[src/rtl/btn_debounce_if.sv]
// Button conditioning bus: raw button toward the debouncer, conditioned strobes and level back.
interface btn_debounce_if;
  logic btn_in;
  logic press_pulse;
  logic btn_level;
  logic release_pulse;

  modport master (
    output btn_in,
    input  press_pulse,
    input  btn_level,
    input  release_pulse
  );

  modport slave (
    input  btn_in,
    output press_pulse,
    output btn_level,
    output release_pulse
  );
endinterface

[src/rtl/btn_debounce.sv]
// Push-button synchroniser and debouncer producing press/release strobes and a debounced level.
// Optional auto-repeat of press_pulse while held is compiled in with `define BTN_REPEAT_EN.
module btn_debounce #(
  parameter int STABLE_CYCLES = 50000,
  parameter int REPEAT_DELAY  = 25000000,
  parameter int REPEAT_PERIOD = 5000000
) (
  input logic         clk,
  input logic         reset,
  btn_debounce_if.slave bus
);

  localparam int CW = $clog2(STABLE_CYCLES);
  localparam logic [CW-1:0] CNT_LAST = CW'(STABLE_CYCLES - 1);

  // Parameter legality is checked at elaboration so bad configurations never build.
  if (STABLE_CYCLES < 2) begin : g_bad_stable
    $error("btn_debounce: STABLE_CYCLES must be at least 2");
  end
  if (REPEAT_DELAY < 1 || REPEAT_PERIOD < 1) begin : g_bad_repeat
    $error("btn_debounce: REPEAT_DELAY and REPEAT_PERIOD must be at least 1");
  end

`ifdef BTN_REPEAT_EN
  localparam int REP_MAX = (REPEAT_DELAY > REPEAT_PERIOD) ? REPEAT_DELAY : REPEAT_PERIOD;
  localparam int RW = $clog2(REP_MAX + 1);
  localparam logic [RW-1:0] DELAY_LAST  = RW'(REPEAT_DELAY - 1);
  localparam logic [RW-1:0] PERIOD_LAST = RW'(REPEAT_PERIOD - 1);

  logic [RW-1:0] r_rep;
  logic          r_rep_period;
`endif

  typedef enum logic [1:0] {
    IDLE,
    PRESS_WAIT,
    HELD,
    RELEASE_WAIT
  } state_t;

  state_t        r_state;
  logic          r_s1;
  logic          r_s2;
  logic [CW-1:0] r_cnt;
  logic          r_press;
  logic          r_level;
  logic          r_release;

  assign bus.press_pulse   = r_press;
  assign bus.btn_level     = r_level;
  assign bus.release_pulse = r_release;

  // Strobes default low each cycle; only the qualifying transition raises one for a single cycle.
  always_ff @(posedge clk) begin
    if (reset) begin
      r_s1      <= 1'b0;
      r_s2      <= 1'b0;
      r_cnt     <= '0;
      r_state   <= IDLE;
      r_press   <= 1'b0;
      r_level   <= 1'b0;
      r_release <= 1'b0;
`ifdef BTN_REPEAT_EN
      r_rep        <= '0;
      r_rep_period <= 1'b0;
`endif
    end else begin
      r_s1      <= bus.btn_in;
      r_s2      <= r_s1;
      r_press   <= 1'b0;
      r_release <= 1'b0;
      case (r_state)
        IDLE: begin
          if (r_s2) begin
            r_state <= PRESS_WAIT;
            r_cnt   <= '0;
          end
        end
        PRESS_WAIT: begin
          if (!r_s2) begin
            r_state <= IDLE;
            r_cnt   <= '0;
          end else if (r_cnt == CNT_LAST) begin
            r_state <= HELD;
            r_cnt   <= '0;
            r_press <= 1'b1;
            r_level <= 1'b1;
`ifdef BTN_REPEAT_EN
            r_rep        <= '0;
            r_rep_period <= 1'b0;
`endif
          end else begin
            r_cnt <= r_cnt + 1'b1;
          end
        end
        HELD: begin
          if (!r_s2) begin
            r_state <= RELEASE_WAIT;
            r_cnt   <= '0;
`ifdef BTN_REPEAT_EN
            r_rep        <= '0;
            r_rep_period <= 1'b0;
          end else if (r_rep == (r_rep_period ? PERIOD_LAST : DELAY_LAST)) begin
            r_press      <= 1'b1;
            r_rep        <= '0;
            r_rep_period <= 1'b1;
          end else begin
            r_rep <= r_rep + 1'b1;
`endif
          end
        end
        RELEASE_WAIT: begin
          if (r_s2) begin
            // A release bounce resumes the hold without a fresh press strobe.
            r_state <= HELD;
            r_cnt   <= '0;
`ifdef BTN_REPEAT_EN
            r_rep        <= '0;
            r_rep_period <= 1'b1;
`endif
          end else if (r_cnt == CNT_LAST) begin
            r_state   <= IDLE;
            r_cnt     <= '0;
            r_release <= 1'b1;
            r_level   <= 1'b0;
          end else begin
            r_cnt <= r_cnt + 1'b1;
          end
        end
        default: begin
          r_state <= IDLE;
          r_cnt   <= '0;
        end
      endcase
    end
  end

endmodule

[src/flat_wrapper.sv]
// flat-port wrapper written by rule: the top's interface ports become plain ports
module btn_debounce_flat 
#(
  parameter int STABLE_CYCLES = 50000,
  parameter int REPEAT_DELAY  = 25000000,
  parameter int REPEAT_PERIOD = 5000000
)
  (clk, reset, bus_btn_in, bus_press_pulse, bus_btn_level, bus_release_pulse);
  btn_debounce_if bus_i ();
  input logic clk;
  input logic reset;
  input wire logic [$bits(bus_i.btn_in)-1:0] bus_btn_in;
  output wire logic [$bits(bus_i.press_pulse)-1:0] bus_press_pulse;
  output wire logic [$bits(bus_i.btn_level)-1:0] bus_btn_level;
  output wire logic [$bits(bus_i.release_pulse)-1:0] bus_release_pulse;
  assign bus_i.btn_in = bus_btn_in;
  assign bus_press_pulse = bus_i.press_pulse;
  assign bus_btn_level = bus_i.btn_level;
  assign bus_release_pulse = bus_i.release_pulse;
  btn_debounce #(.STABLE_CYCLES(STABLE_CYCLES), .REPEAT_DELAY(REPEAT_DELAY), .REPEAT_PERIOD(REPEAT_PERIOD)) u_core (.clk(clk), .reset(reset), .bus(bus_i));
endmodule
[config.mk]
export PLATFORM = sky130hd
export DESIGN_NAME = btn_debounce_flat
export DESIGN_NICKNAME = d
export VERILOG_FILES = /design/src/rtl/btn_debounce_if.sv /design/src/rtl/btn_debounce.sv /design/src/flat_wrapper.sv
export SDC_FILE = /design/constraint.sdc
export NUM_CORES = 1
export LEC_CHECK = 0
export CORE_MARGIN = 1.5
export CORE_UTILIZATION = 45
export CTS_BUF_LIST = sky130_fd_sc_hd__clkbuf_8
export DETAILED_ROUTE_END_ITERATION = 10
export SKIP_CTS_REPAIR_TIMING = 1
export SLEW_MARGIN = 20
export SYNTH_ARGS = -nofsm -noshare
export SYNTH_HDL_FRONTEND = slang
export SYNTH_SLANG_ARGS = --single-unit
[constraint.sdc]
create_clock -name clk -period 1.6 [get_ports clk]
set_input_delay 0.32 -clock clk [delete_from_list [all_inputs] [get_ports clk]]
set_output_delay 0.32 -clock clk [all_outputs]
set_load 0.005 [all_outputs]
# Word-level counts from Yosys, hierarchy flattened
# Index checks and enable logic that the tools add are counted.
totals:
  register_bits: 23
  latchBits: 0
  ramBits: 0
  romBits: 0
  elab_cells: 49
  n_memories: 0
classes:
  add_sub_neg: 1
  multipliers: 0
  div: 0
  order_cmp: 0
  eq_ne: 12
  shifts: 0
  n_mux: 19
  bitwise: 3
  reduce_logical: 7
ops:
  columns: ["cell", "n"]
  rows:
  - ["$mux 16", 5]
  - ["$pmux 16 s4", 1]
  - ["$add 16x1->16 const B", 1]
  - ["$eq 16x16->1 const B", 1]
  - ["$mux 2", 6]
  - ["$ne 2x1->1 const B", 4]
  - ["$pmux 2 s4", 1]
  - ["$reduce_or 3->1", 2]
  - ["$mux 1", 5]
  - ["$reduce_and 5->1", 1]
  - ["$eq 2x2->1 const B", 2]
  - ["$ne 2x2->1 const B", 2]
  - ["$reduce_and 4->1", 1]
  - ["$ne 3x1->1 const B", 1]
  - ["$ne 3x3->1 const B", 1]
  - ["$not 1->1", 3]
  - ["$eq 2x1->1 const B", 1]
  - ["$logic_not 2->1", 1]
  - ["$pmux 1 s2", 1]
  - ["$reduce_and 2->1", 1]
  - ["$reduce_bool 2->1", 1]

# Logic depth before layout (Yosys ltp)
logic_depth:
  word_depth: 4
  mapped_depth: 7

# Worst setup path after synthesis
# Ideal clock, no wire load.
synth_path:
  kind: "register to register"
  startpoint: "register u_core.r_cnt[0]"
  endpoint: "register u_core.r_cnt[0]"
  t_arrival_ns: 1.664
  required_ns: 1.529
  setup_slack_ns: -0.135
  stages_incl_launch_ff: 8
  path_buffers: 2
  path_cell_list: "dfxtp_1 ha_1 and3_1 buf_6 and4_4 buf_6 or4_1 a21oi_1"
synth_between:
  elab_chain_len: 4
  elab_cells_between_ends: 6
  cone_classes: "add/sub: 1; eq/ne: 1; mux: 4"
synth_rtl:
  columns: ["item", "line", "rtl"]
  rows:
  - ["from (decl)", "btn_debounce.sv:44", "logic [CW-1:0] r_cnt;"]
  - ["from (signal assigned)", "btn_debounce.sv:93", "r_cnt <= r_cnt + 1'b1;"]
  - ["from (signal assigned)", "btn_debounce.sv:127", "r_cnt <= r_cnt + 1'b1;"]
  - ["$add 16x1->16 / $eq 16x16->1 (equally long branches)", null, null]
  - ["$mux 16 (*)", "btn_debounce.sv:83, btn_debounce.sv:121", null]
  - ["$mux 16 (on tied branches)", "btn_debounce.sv:113, btn_debounce.sv:80", null]
  - ["$pmux 16 s4 (*)", "btn_debounce.sv:72", "case (r_state)"]
# Mark *: on every way between the ends. The rest lies on a longest branch, timed or not.
# A chain may end at the register's enable or synchronous reset.

# Worst setup path after layout
layout_path:
  startpoint: "register u_core.r_cnt[1]"
  endpoint: "register u_core.r_cnt[0]"
layout_between:
  elab_chain_len: 4
  elab_cells_between_ends: 5
  cone_classes: "eq/ne: 1; mux: 4"
layout_rtl:
  columns: ["item", "line"]
  rows:
  - ["$eq 16x16->1 (*)", "btn_debounce.sv:83, btn_debounce.sv:121"]
  - ["$mux 16 (*)", "btn_debounce.sv:83, btn_debounce.sv:121"]
  - ["$mux 16 (on tied branches)", "btn_debounce.sv:113, btn_debounce.sv:80"]
  - ["$pmux 16 s4 (*)", "btn_debounce.sv:72"]
# Marks and branches as above.

==> key figures <==
Status
  • Status: finished clean

Clock tree
  • Clk slew on worst S/H paths: 0.08 ns
  • CTS Buffer Depth: 2
  • H-tree depth: 1
  • CTS Buf Count: 3
  • Clock network latency to the later pin of the worst-skew pair: 0.27 ns
  • Root buf cell: clkbuf_8
  • CTS tree: built
  • Clock Sinks: 23

Finish
  • Layout area overhead: 20.8%
  • Fill count: 232
  • Storage cell area: 467 um^2
  • Fin nets: 159
  • Inserted Diodes: 0
  • Share of layout cells above drive strength 1: 0.214
  • Multi-input gate area: 674 um^2

Timing
  • RSZ-0062 raised after global routing: false
  • Worst-Margin Slew: 0.418 ns
  • Hold Slack: 0.450 ns
  • Worst clock skew: 0.00836 ns
  • Final period util: 0.946
  • Hold Fails Final Rpt: 0
  • Count of final max-slew check failures: 0
  • Final setup vio count: 0
  • Setup ws final: 0.0870 ns
  • Highest clock rate: 661 MHz
  • Crit path time final: 1.51 ns
  • Relative slew margins: 0.718

Global route
  • Initial antenna violation count: 0
  • Largest net degree at the start of global routing: 14
  • Congestion Overflow GR: 0
  • Vias in the first global route: 996
  • Total GRT Usage: 0.202
  • First-pass GRT wire length: 4380 um

Critical path
  • R2R depth: 5
  • CP Max Fanout: 9
  • CP Class: register to register
  • Crit end category: register
  • CP Launch Type: register
  • Worst EP required: 1.80 ns
  • Crit path DAT: 1.71 ns

Drt
  • DR pass1 iterations: 4
  • Vias: 1101
  • DRC Markers: 0
  • DRT Wirelength: 2750 um
  • Vias per inst: 5.98
  • Initial DRC count: 38
  • Wire per inst: 14.9 um
  • Routed Antenna Nets: 0

Min path
  • Worst hold path depth: 1
  • Worst Hold Class: register to register

Synth
  • Async set-reset flop share out of synthesis: 0
  • Mapped Cells: 137
  • Ys Warns: 0
  • Syn_nets: 141
  • Syn Area/Cell: 8.63 um^2
  • Number of synthesized flops with an enable pin: 0
  • Synth Flop Type: dfxtp_1
  • Synth Register Bits: 23
  • Synth unique cells: 37
  • Share of the synthesized area in the top cell type: 0.389
  • Largest cells by area after synthesis: dfxtp_1 (39%), a31oi_1 (9.5%), nand4_1 (5.3%)
  • Synth area leader: dfxtp_1
  • Sequential-to-total area share from yosys stat: 0.389
  • Mapped cell area: 0.00118 mm^2

Placed design
  • Pre-CTS WS: -0.0655 ns
  • PortBufs: 5
  • Global placer's final weighted congestion: 0.801
  • DPL Wire Length: 2040 um

Power
  • Peak VDD IR: 0.518 mV
  • Static leakage: 0.000472 uW
  • PD cells: 697 mW/mm^2

Die
  • Starting density of the core: 0.477
  • Core region area: 0.00248 mm^2
  • Total Die Area: 0.00294 mm^2
  • Die H: 54.3 um
  • Core Rows: 18
  • Top Ports: 6
  • Die Wd: 54.3 um

Flow run
  • Max Cap Violations: 0
-- synth_stat cells (2+ instances only) --
cell type	n
xor2_1	2
nand4_1	10
o21ai_1	3
nand2_1	8
dfxtp_1	23
nand2b_1	2
nor3_1	3
nor2_1	2
inv_1	7
and3_1	3
buf_6	2
and4_1	2
or3_1	4
nor2b_1	2
nand3_1	11
o21ai_0	2
a21oi_1	3
a31oi_1	18
and4bb_1	2
nor4_1	3
buf_2	5
o22ai_1	4
clkbuf_1	2
-- per-layer routing --
metal  wire (um)  GRT usage  vias to the layer above
li1            -          -                      562
met1        1360      0.275                      515
met2        1290      0.339                       22
met3          89     0.0328                        2
met4           6     0.0375                        0
met5           0          0                        -
-- layout by cell type (no fill, tap or decap), types with 2 or more instances in the layout --
cell type	count
clkdlybuf4s50_1	5
o21ai_0	2
nand3_1	11
inv_1	7
clkbuf_8	3
nor2_1	2
dfxtp_2	2
nor3_1	3
dfxtp_1	20
nand2_1	8
a21oi_1	2
nand4_1	10
nor4_1	3
o21ai_1	3
xor2_1	2
nand2b_1	2
or3_1	4
and3_1	2
o22ai_1	4
and4_1	2
and4bb_1	2
a31oi_1	18
buf_4	17
nor2b_1	2
-- state kept, by name, summed over array words and instances (netlist names), named ones only --
register,cells
u_core.bus.btn_level,1
u_core.bus.press_pulse,1
u_core.bus.release_pulse,1
u_core.r_cnt,16
u_core.r_s1,1
u_core.r_s2,1
u_core.r_state,1
-- per-stage QoR --
step | TNS, ns | total power [uW] | utilization | cells | area (um^2)
2_1_floorplan | -0.0525 | 621 | - | 137 | 1200
3_3_place_gp | -0.0140 | 647 | 0.551 | 180 | 1370
3_5_place_dp | -0.217 | 648 | 0.551 | 180 | 1370
4_1_cts | 0 | 1000 | 0.570 | 184 | 1410
5_1_grt | 0 | 1040 | 0.577 | 184 | 1430
6_report | 0 | 996 | 0.577 | 184 | 1430
-- kinds of logic after synthesis --
group | Yosys count | share of synthesized area
xor gates and xnor gates | 4 | 0.0360
and+or+nand+nor | 59 | 0.314
buffers and inverters | 16 | 0.0688
adders and majority gates | 1 | 0.0106
muxes | 1 | 0.00847
DFF | 23 | 0.389
AOI/OAI and AO/OA | 33 | 0.172
-- critical path, cell delays in order, from the launching register on --
cell	delay [ns]
dfxtp_4	0.37
ha_4	0.17
and3_4	0.20
and4_4	0.18
or4_4	0.42
a21oi_2	0.11
-- final cells by class --
type / count / share of cell area
inverter: 7 / 0.0184
multi-input combinational: 98 / 0.472
timing repair buffer: 22 / 0.124
tap: 30 / 0.0263
sequential: 23 / 0.327
clock buffer: 3 / 0.0289
clock inverter: 1 / 0.00350
-- power by group --
| group | leakage, uW | total (uW) | switching (uW) | internal (uW) |
|---|---|---|---|---|
| Combinational | 0.000259 | 54.6 | 27.8 | 26.8 |
| Sequential | 0.000188 | 580 | 4.35 | 576 |
| Clock | 0.0000255 | 362 | 188 | 174 |
| Total | 0.000472 | 996 | 220 | 776 |
-- worst paths after layout --
check	endpoint	startpoint	slack, ns
setup / recovery	u_core.r_cnt[0]	u_core.r_cnt[1]	0.09
hold / removal	u_core.r_s2	u_core.r_s1	0.45
setup reg to reg	u_core.r_cnt[0]	u_core.r_cnt[1]	0.09
hold reg to reg	u_core.r_s2	u_core.r_s1	0.45
No activity file was read; power rests on OpenSTA's default activity.
